File: src/rtl/approx_error_monitor.sv
// Error monitor for the 8-bit approximate adder: checks each registered sum
// against the exact result and reports windowed error statistics.
module approx_error_monitor #(
  parameter int WINDOW = 256,
  parameter int CNT_W  = 16
) (
  input  logic             clock,
  input  logic             reset,
  input  logic             start,
  input  logic             in_valid,
  output logic             in_ready,
  input  logic [7:0]       in_x,
  input  logic [7:0]       in_y,
  output logic [7:0]       add_x,
  output logic [7:0]       add_y,
  input  logic [8:0]       approx_sum,
  output logic             busy,
  output logic             rpt_valid,
  input  logic             rpt_ready,
  output logic [CNT_W-1:0] rpt_err_cnt,
  output logic [CNT_W+8:0] rpt_dist_sum,
  output logic [8:0]       rpt_max_err
);

  localparam int DW = CNT_W + 9;

  typedef enum logic [1:0] {
    IDLE,
    ACCUM,
    DRAIN,
    REPORT
  } state_t;

  state_t st, st_nx;

  logic [CNT_W-1:0] smp_cnt;
  logic [CNT_W-1:0] err_cnt;
  logic [DW-1:0]    dist_sum;
  logic [8:0]       max_err;
  logic             s1_v;
  logic [7:0]       s1_x;
  logic [7:0]       s1_y;
  logic             acc;
  logic             last;
  logic             clr;
  logic [8:0]       exact;
  logic [8:0]       d;

  assign in_ready = (st == ACCUM);
  assign acc      = in_valid & in_ready;
  assign last     = (smp_cnt == CNT_W'(WINDOW - 1));

  // adder sees 0+0 whenever nothing is accepted
  assign add_x = acc ? in_x : 8'h00;
  assign add_y = acc ? in_y : 8'h00;

  always_ff @(posedge clock) begin
    if (reset) st <= IDLE;
    else       st <= st_nx;
  end

  always_comb begin
    st_nx     = st;
    busy      = 1'b0;
    rpt_valid = 1'b0;
    clr       = 1'b0;
    unique case (st)
      IDLE: begin
        if (start) begin
          st_nx = ACCUM;
          clr   = 1'b1;
        end
      end
      ACCUM: begin
        busy = 1'b1;
        if (acc && last) st_nx = DRAIN;
      end
      DRAIN: begin
        busy  = 1'b1;
        st_nx = REPORT;
      end
      REPORT: begin
        busy      = 1'b1;
        rpt_valid = 1'b1;
        if (rpt_ready) st_nx = IDLE;
      end
      default: st_nx = IDLE;
    endcase
  end

  always_ff @(posedge clock) begin
    if (reset) begin
      s1_v <= 1'b0;
      s1_x <= 8'h00;
      s1_y <= 8'h00;
    end else begin
      s1_v <= acc;
      if (acc) begin
        s1_x <= in_x;
        s1_y <= in_y;
      end
    end
  end

  assign exact = {1'b0, s1_x} + {1'b0, s1_y};
  assign d     = (exact >= approx_sum) ? exact - approx_sum
                                       : approx_sum - exact;

  always_ff @(posedge clock) begin
    if (reset || clr) begin
      smp_cnt <= '0;
    end else if (acc) begin
      smp_cnt <= smp_cnt + 1'b1;
    end
  end

  // stats are only idle in REPORT, so they double as the report
  always_ff @(posedge clock) begin
    if (reset || clr) begin
      err_cnt  <= '0;
      dist_sum <= '0;
      max_err  <= '0;
    end else if (s1_v) begin
      err_cnt  <= err_cnt + CNT_W'(d != 9'd0);
      dist_sum <= dist_sum + DW'(d);
      if (d > max_err) max_err <= d;
    end
  end

  assign rpt_err_cnt  = err_cnt;
  assign rpt_dist_sum = dist_sum;
  assign rpt_max_err  = max_err;

endmodule

File: config.mk
export PLATFORM = sky130hd
export DESIGN_NAME = approx_error_monitor
export DESIGN_NICKNAME = d
export VERILOG_FILES = /design/src/rtl/approx_error_monitor.sv
export SDC_FILE = /design/constraint.sdc
export NUM_CORES = 1
export LEC_CHECK = 0
export CAP_MARGIN = 20
export CELL_PAD_IN_SITES_DETAIL_PLACEMENT = 0
export CELL_PAD_IN_SITES_GLOBAL_PLACEMENT = 1
export CORE_ASPECT_RATIO = 1.2
export CORE_MARGIN = 8
export CORE_UTILIZATION = 39
export DETAILED_ROUTE_END_ITERATION = 6
export HOLD_SLACK_MARGIN = 0.08
export MAX_ROUTING_LAYER = met4
export PLACE_DENSITY_LB_ADDON = 0.2
export SYNTH_ARGS = -nofsm -noshare
export SYNTH_HDL_FRONTEND = slang
export SYNTH_SLANG_ARGS = --single-unit
File: constraint.sdc
create_clock -name clock -period 7.52 [get_ports clock]
set_clock_uncertainty 0.15 [all_clocks]
set_input_delay 2.256 -clock clock [delete_from_list [all_inputs] [get_ports clock]]
set_output_delay 2.256 -clock clock [all_outputs]
set_load 0.03 [all_outputs]
==> results.py, run 1 <==
metrics = {
    "place": {
        "io_buffers": 98,
        "gp_congestion": 0.8661,
        "dpl-instance-area_mm2": 0.006625,
        "dp_hpwl_um": 10950,
        "post-place-ws_ns": 0.2227,
    },
    "synthesis": {
        "yosysWarnings": 0,
        "synth_ff_type": "dfxtp_1",
        "async_flop_share_pct": 0,
        "synth_area_leader_cell": "dfxtp_1",
        "syn-num-nets": 761,
        "seq_area_frac_synth_pct": 30.97,
        "yosysUniqueCellTypes": 74,
        "synth_edf_count": 0,
        "synth_cells": 678,
        "syn-cell-area_mm2": 0.005494,
        "synth_area_per_cell_um2": 8.103,
        "synth_top_area_share_pct": 30.97,
        "synth-seq-cells": 85,
        "synth_most_common_cell": "dfxtp_1",
        "netlist_top_cells_count": "85 x dfxtp_1, 76 x nand2_1, 64 x inv_1, 58 x nor2_1, 51 x a21oi_1",
        "ys_top_cells_by_area": "dfxtp_1 31%, ha_1 11%, nand2_1 5.2%",
    },
    "worst_hold_path": {
        "whs_path_depth": 2,
        "hold_end": "s1_x[5]",
        "min_from": "s1_x[5]",
        "min_path_type": "register to register",
    },
    "pwr": {
        "power.internal_mw": 1.016,
        "ir_drop_uv": 147.9,
        "combPwrFrac_pct": 46.6,
        "p_clk_share_pct": 24.6,
        "p_seq_share_pct": 28.8,
        "p_switching_mw": 0.7210,
        "p_leak_nw": 2.702,
        "switching_share_pct": 41.52,
        "p_per_area_mw_per_mm2": 251.7,
    },
    "global_routing": {
        "antenna_found_initial": 0,
        "grt_pass1_vias": 4939,
        "grt_overflow_total": 0,
        "grt_max_degree": 40,
        "grt_usage_pct": 15.80,
        "grt_pass1_wl_um": 23630,
    },
    "cts": {
        "cts.path.max_buffers": 2,
        "post_cts_resize_count": 0,
        "cts_tree": "yes",
        "post_cts_buffers": 0,
        "hold_buffers": 0,
        "clk_latency_ns": 0.35,
        "htreeDepth": 3,
        "clock-sinks": 85,
        "cts_made_buffers": 9,
        "clk_root_buffer_cell": "clkbuf_16",
        "clkTransAtPathRegs_ns": 0.06,
    },
    "run": {
        "timing.max_cap.violations": 0,
    },
    "timing": {
        "worst_hold_slack_ns": 0.3117,
        "fin_crit_ns": 6.936,
        "finalCritPeriodShare_pct": 92.24,
        "max_slew.worst_pin.slew_ns": 0.7731,
        "postLayoutSetupSlackWorst_ns": 0.5839,
        "maxSlewViolCount": 0,
        "setup_violations": 0,
        "hold_viol": 0,
        "slew_headroom_pct": 48.46,
        "rsz0062_at_grt": "false",
        "tns_ns": 0,
        "maxClockFrequency_ghz": 0.1442,
    },
    "worst_setup_path": {
        "r2r-end": "rpt_dist_sum[21]",
        "critPathLaunchType": "input port",
        "rr_worst_depth": 27,
        "startpoint": "approx_sum[3]",
        "crit_type": "input port to register",
        "worstPathArrival_ns": 7.06,
        "r2r_start": "s1_x[0]",
        "cp-end-kind": "register",
        "critPathRequiredTime_ns": 7.65,
        "critPathMaxFanout": 8,
        "rrSetupSlack_ns": 1.29,
    },
    "final_layout": {
        "fin_nets": 854,
        "drive_gt1_share_pct": 5.541,
        "area_growth_pct": 25.60,
        "final_area_mm2": 0.006900,
        "insertedDiodeCount": 0,
    },
    "floorplanning": {
        "fp.dieH_um": 146.0,
        "dieArea_mm2": 0.01816,
        "rows": 47,
        "initial_core_util_pct": 39.93,
        "io_pins": 99,
        "core_area_mm2": 0.01376,
        "die_w_um": 124.4,
    },
    "detailed_routing": {
        "first_pass_iters": 4,
        "num_vias": 4934,
        "routed_via_density": 5.210,
        "ant_nets": 0,
        "initialDrtViolationCount": 275,
        "wire_per_inst_um": 14.72,
        "wl_met1_um": 6327,
        "dr_wl_met2_um": 6823,
        "dr.max_layer_used": "met4",
        "met3_length_um": 559,
        "wl_um": 13940,
        "drc": 0,
    },
    "status": {
        "status": "finished clean",
    },
}
==> logic make-up after synthesis <==
group / Yosys count / share of synthesized area [%]
multiplexers: 9 / 1.708
AO/OA/AOI/OAI: 152 / 19.04
XOR/XNOR: 50 / 8.221
AND/OR/NAND/NOR: 243 / 21.16
buffers and inverters: 85 / 6.240
adder cells (fa/ha/maj): 54 / 12.66
flip-flops: 85 / 30.97
==> flip-flops by register name, indices dropped and copies added, names as in the netlist <==
register      flops
rpt_err_cnt      16
s1_y              8
smp_cnt          16
rpt_max_err       9
s1_x              8
rpt_dist_sum     25
st                2
s1_v              1
==> power by group through the flow <==
stage / registers [mW] / clock network, mW / logic [mW]
after floorplan: 0.523 / 0 / 0.583
after global placement: 0.509 / 0 / 0.799
after detailed placement: 0.511 / 0 / 0.811
after CTS: 0.501 / 0.444 / 0.816
after global routing: 0.504 / 0.460 / 0.903
final: 0.500 / 0.428 / 0.808
==> through the flow <==
stage          power (mW)  cells  util, %
2_1_floorplan       1.106    678        -
6_report            1.737    947    50.15
5_1_grt             1.867    947    50.15
3_5_place_dp        1.323    931    48.15
4_1_cts             1.761    947    50.15
3_3_place_gp        1.308    931    48.15
==> final cells by class <==
class	count	area, µm²
clock buffers	10	229.0
well taps	171	214.0
repair buffers	103	1018
multi-input cells	508	3451
fillers	1353	6860
inverters	64	240.2
clock inverters	6	46.29
flip-flops and latches	85	1702
==> worst max-delay path by stage <==
stage,to,slack [ns],cells past startpoint
final,rpt_dist_sum[21],0.58,19
after global routing,rpt_dist_sum[23],0.21,19
after CTS,rpt_dist_sum[21],0.56,19
after detailed placement,rpt_dist_sum[21],0.22,19
after global placement,rpt_dist_sum[23],0.46,18
after floorplan,rpt_dist_sum[23],1.44,18
==> per-layer routing <==
layer | track usage, % | vias to the layer above
met5 | - | -
met4 | 6.639 | 0
met3 | 3.441 | 16
met2 | 26.59 | 102
met1 | 17.75 | 2272
li1 | - | 2544
==> cell usage in the layout (no fill, tap or decap), types with 9 or more instances in the layout <==
master            n
or3_1            17
inv_1            64
xnor2_1          24
nand3_1          29
a21oi_1          51
xor2_1           25
ha_1             50
nor2_1           58
o21ai_0          32
nand4_1          14
dfxtp_1          85
clkdlybuf4s50_1  98
clkbuf_16         9
nand2_1          76
and3_1           11
==> worst max-delay path, cell delays in order <==
cell and delay (ns):
clkdlybuf4s50_1 0.50, inv_1 0.05, ha_1 0.53, a21o_1 0.19
a21oi_2 0.09, a211o_1 0.37, a221oi_2 0.45, o311ai_0 0.19
a21oi_1 0.24, xnor2_1 0.18, ha_1 0.38, a21oi_1 0.09
o21bai_1 0.22, a21o_1 0.24, nor4_1 0.08, o32ai_2 0.28
nand3_2 0.20, or3_1 0.39, a21oi_1 0.14
Power figures use the tool's default switching activity.
==> run 2: changes to the inputs <==
Settings changed: ABC_CLOCK_PERIOD_IN_PS set to 7520.
==> results of run 2 <==
No change in the layout: final DEF, timing and power equal those of run 1.
==> run 3: changes to the inputs <==
Settings changed: CORE_MARGIN 8 to not set, RECOVER_POWER set to 100.
==> results.py, run 3 (synthesis gave the netlist of run 1 again) <==
metrics = {
    "floorplanning": {
        "rows": 47,
        "dieArea_mm2": 0.01457,
        "core_area_mm2": 0.01376,
        "initial_core_util_pct": 39.93,
        "die_w_um": 110.4,
        "io_pins": 99,
        "fp.dieH_um": 132.0,
    },
    "cts": {
        "clkTransAtPathRegs_ns": 0.06,
        "htreeDepth": 3,
        "hold_buffers": 0,
        "cts_made_buffers": 9,
        "clock-sinks": 85,
        "post_cts_resize_count": 0,
        "cts_tree": "yes",
        "post_cts_buffers": 0,
        "clk_root_buffer_cell": "clkbuf_16",
        "cts.path.max_buffers": 2,
        "clk_latency_ns": 0.35,
    },
    "place": {
        "placed_cells": 931,
        "post-place-ws_ns": 0.2228,
        "io_buffers": 98,
        "dp_hpwl_um": 10280,
        "gp_congestion": 0.8653,
    },
    "detailed_routing": {
        "routed_via_density": 5.199,
        "ant_nets": 0,
        "wl_um": 13160,
        "drc": 0,
        "initialDrtViolationCount": 192,
        "wire_per_inst_um": 13.90,
        "num_vias": 4923,
        "first_pass_iters": 4,
    },
    "timing": {
        "setup_violations": 0,
        "worst_hold_slack_ns": 0.3145,
        "postLayoutSetupSlackWorst_ns": 0.5578,
        "slew_headroom_pct": 13.69,
        "maxSlewViolCount": 0,
        "max_slew.worst_pin.slew_ns": 1.295,
        "tns_ns": 0,
        "finalCritPeriodShare_pct": 92.58,
        "maxClockFrequency_ghz": 0.1436,
        "hold_viol": 0,
        "fin_crit_ns": 6.962,
        "rsz0062_at_grt": "false",
    },
    "worst_setup_path": {
        "crit_type": "input port to register",
        "cpLargestDelayFamily": "compound AO/OA/AOI/OAI gates",
        "rrSetupSlack_ns": 1.15,
        "critPathRequiredTime_ns": 7.66,
        "worstPathArrival_ns": 7.10,
        "worst_path_most_repeated_cell": "a21oi_1",
        "crit_buf_inv": 2,
        "slowest_stage": "ha_1",
        "path_cells": "clkdlybuf4s50_1, inv_1, ha_1, a21o_1, a21oi_1, a211o_1, a221oi_2, o311ai_0, a21oi_1, xnor2_1, ha_1, a21oi_1, o21bai_1, a21o_1, nor4_1, o32ai_2, nand3_2, or3_1, a21oi_1",
        "max_stage_delay_ns": 0.53,
        "critPathLaunchType": "input port",
        "cp-end-kind": "register",
        "critPathMaxFanout": 8,
    },
    "global_routing": {
        "grt_overflow_total": 0,
        "grt_max_degree": 40,
        "grt_pass1_vias": 4719,
        "antenna_found_initial": 0,
        "grt_usage_pct": 19.61,
        "grt_pass1_wl_um": 21800,
    },
    "status": {
        "status": "finished clean",
    },
    "pwr": {
        "p_per_area_mw_per_mm2": 253.9,
        "p_leak_nw": 2.950,
        "ir_drop_uv": 107.0,
    },
    "run": {
        "timing.max_cap.violations": 0,
    },
    "final_layout": {
        "layout_common_cells": "85 x dfxtp_1, 76 x nand2_1, 71 x dlygate4sd3_1, 64 x inv_1, 58 x nor2_1",
        "final_core_util_pct": 50.21,
        "n_fill_cell": 1362,
        "final_common_cell": "dfxtp_1",
        "fin_nets": 854,
        "drive_gt1_share_pct": 4.897,
        "insertedDiodeCount": 0,
        "largest_register_ffs": 25,
        "area_growth_pct": 25.76,
        "fin_cells": 947,
    },
    "worst_hold_path": {
        "min_path_type": "register to register",
    },
}
run 3: cell count changes in the layout (fill, tap and decap cells not counted), sizes merged:
cell / delta
bufinv: +1
clkinvlp: -2
clkdlybuf4s50: -71
buf: -1
dlygate4sd3: +71
clkinv: +2
run 3: worst min-delay path, cell delays in order (launching register included):
cell and delay (ns):
dfxtp_1 0.31, nand2_1 0.05, a21oi_1 0.05
run 3: layer usage:
metal  GRT usage [%]  wire (µm)  vias to the layer above
met4           9.576        378                        0
met5               -          0                        -
met3           3.114        484                       22
li1                -          -                     2543
met1           22.66       5783                     2262
met2           32.44       6515                       96
run 3: worst paths after layout:
check                                   start                to  cells past startpoint
worst max-delay path            approx_sum[3]  rpt_dist_sum[17]                     19
worst min-delay path                  s1_x[5]           s1_x[5]                      2
worst max register to register        s1_x[0]  rpt_dist_sum[17]                     27
worst min register to register        s1_x[5]           s1_x[5]                      2
run 3: power by group:
group          internal, mW  switching, mW  leakage, nW
clock network         0.263          0.202        0.152
registers             0.478         0.0214        0.686
logic                 0.297          0.492         2.11
total                  1.04          0.716         2.95
run 3: final cells by class:
cell class	count	area, µm²	area share [%]
sequential	85	1702	24.63
inverter	64	240.2	3.477
multi-input combinational	508	3432	49.67
timing repair buffer	103	1015	14.69
tap	171	214.0	3.097
clock inverter	7	81.33	1.177
clock buffer	9	225.2	3.260
run 3: metrics by stage:
step / area (µm²) / power (mW)
final: 6909 / 1.754
after detailed placement: 6625 / 1.319
after global routing: 6909 / 1.888
after floorplan: 5494 / 1.106
after global placement: 6625 / 1.305
after CTS: 6932 / 1.796
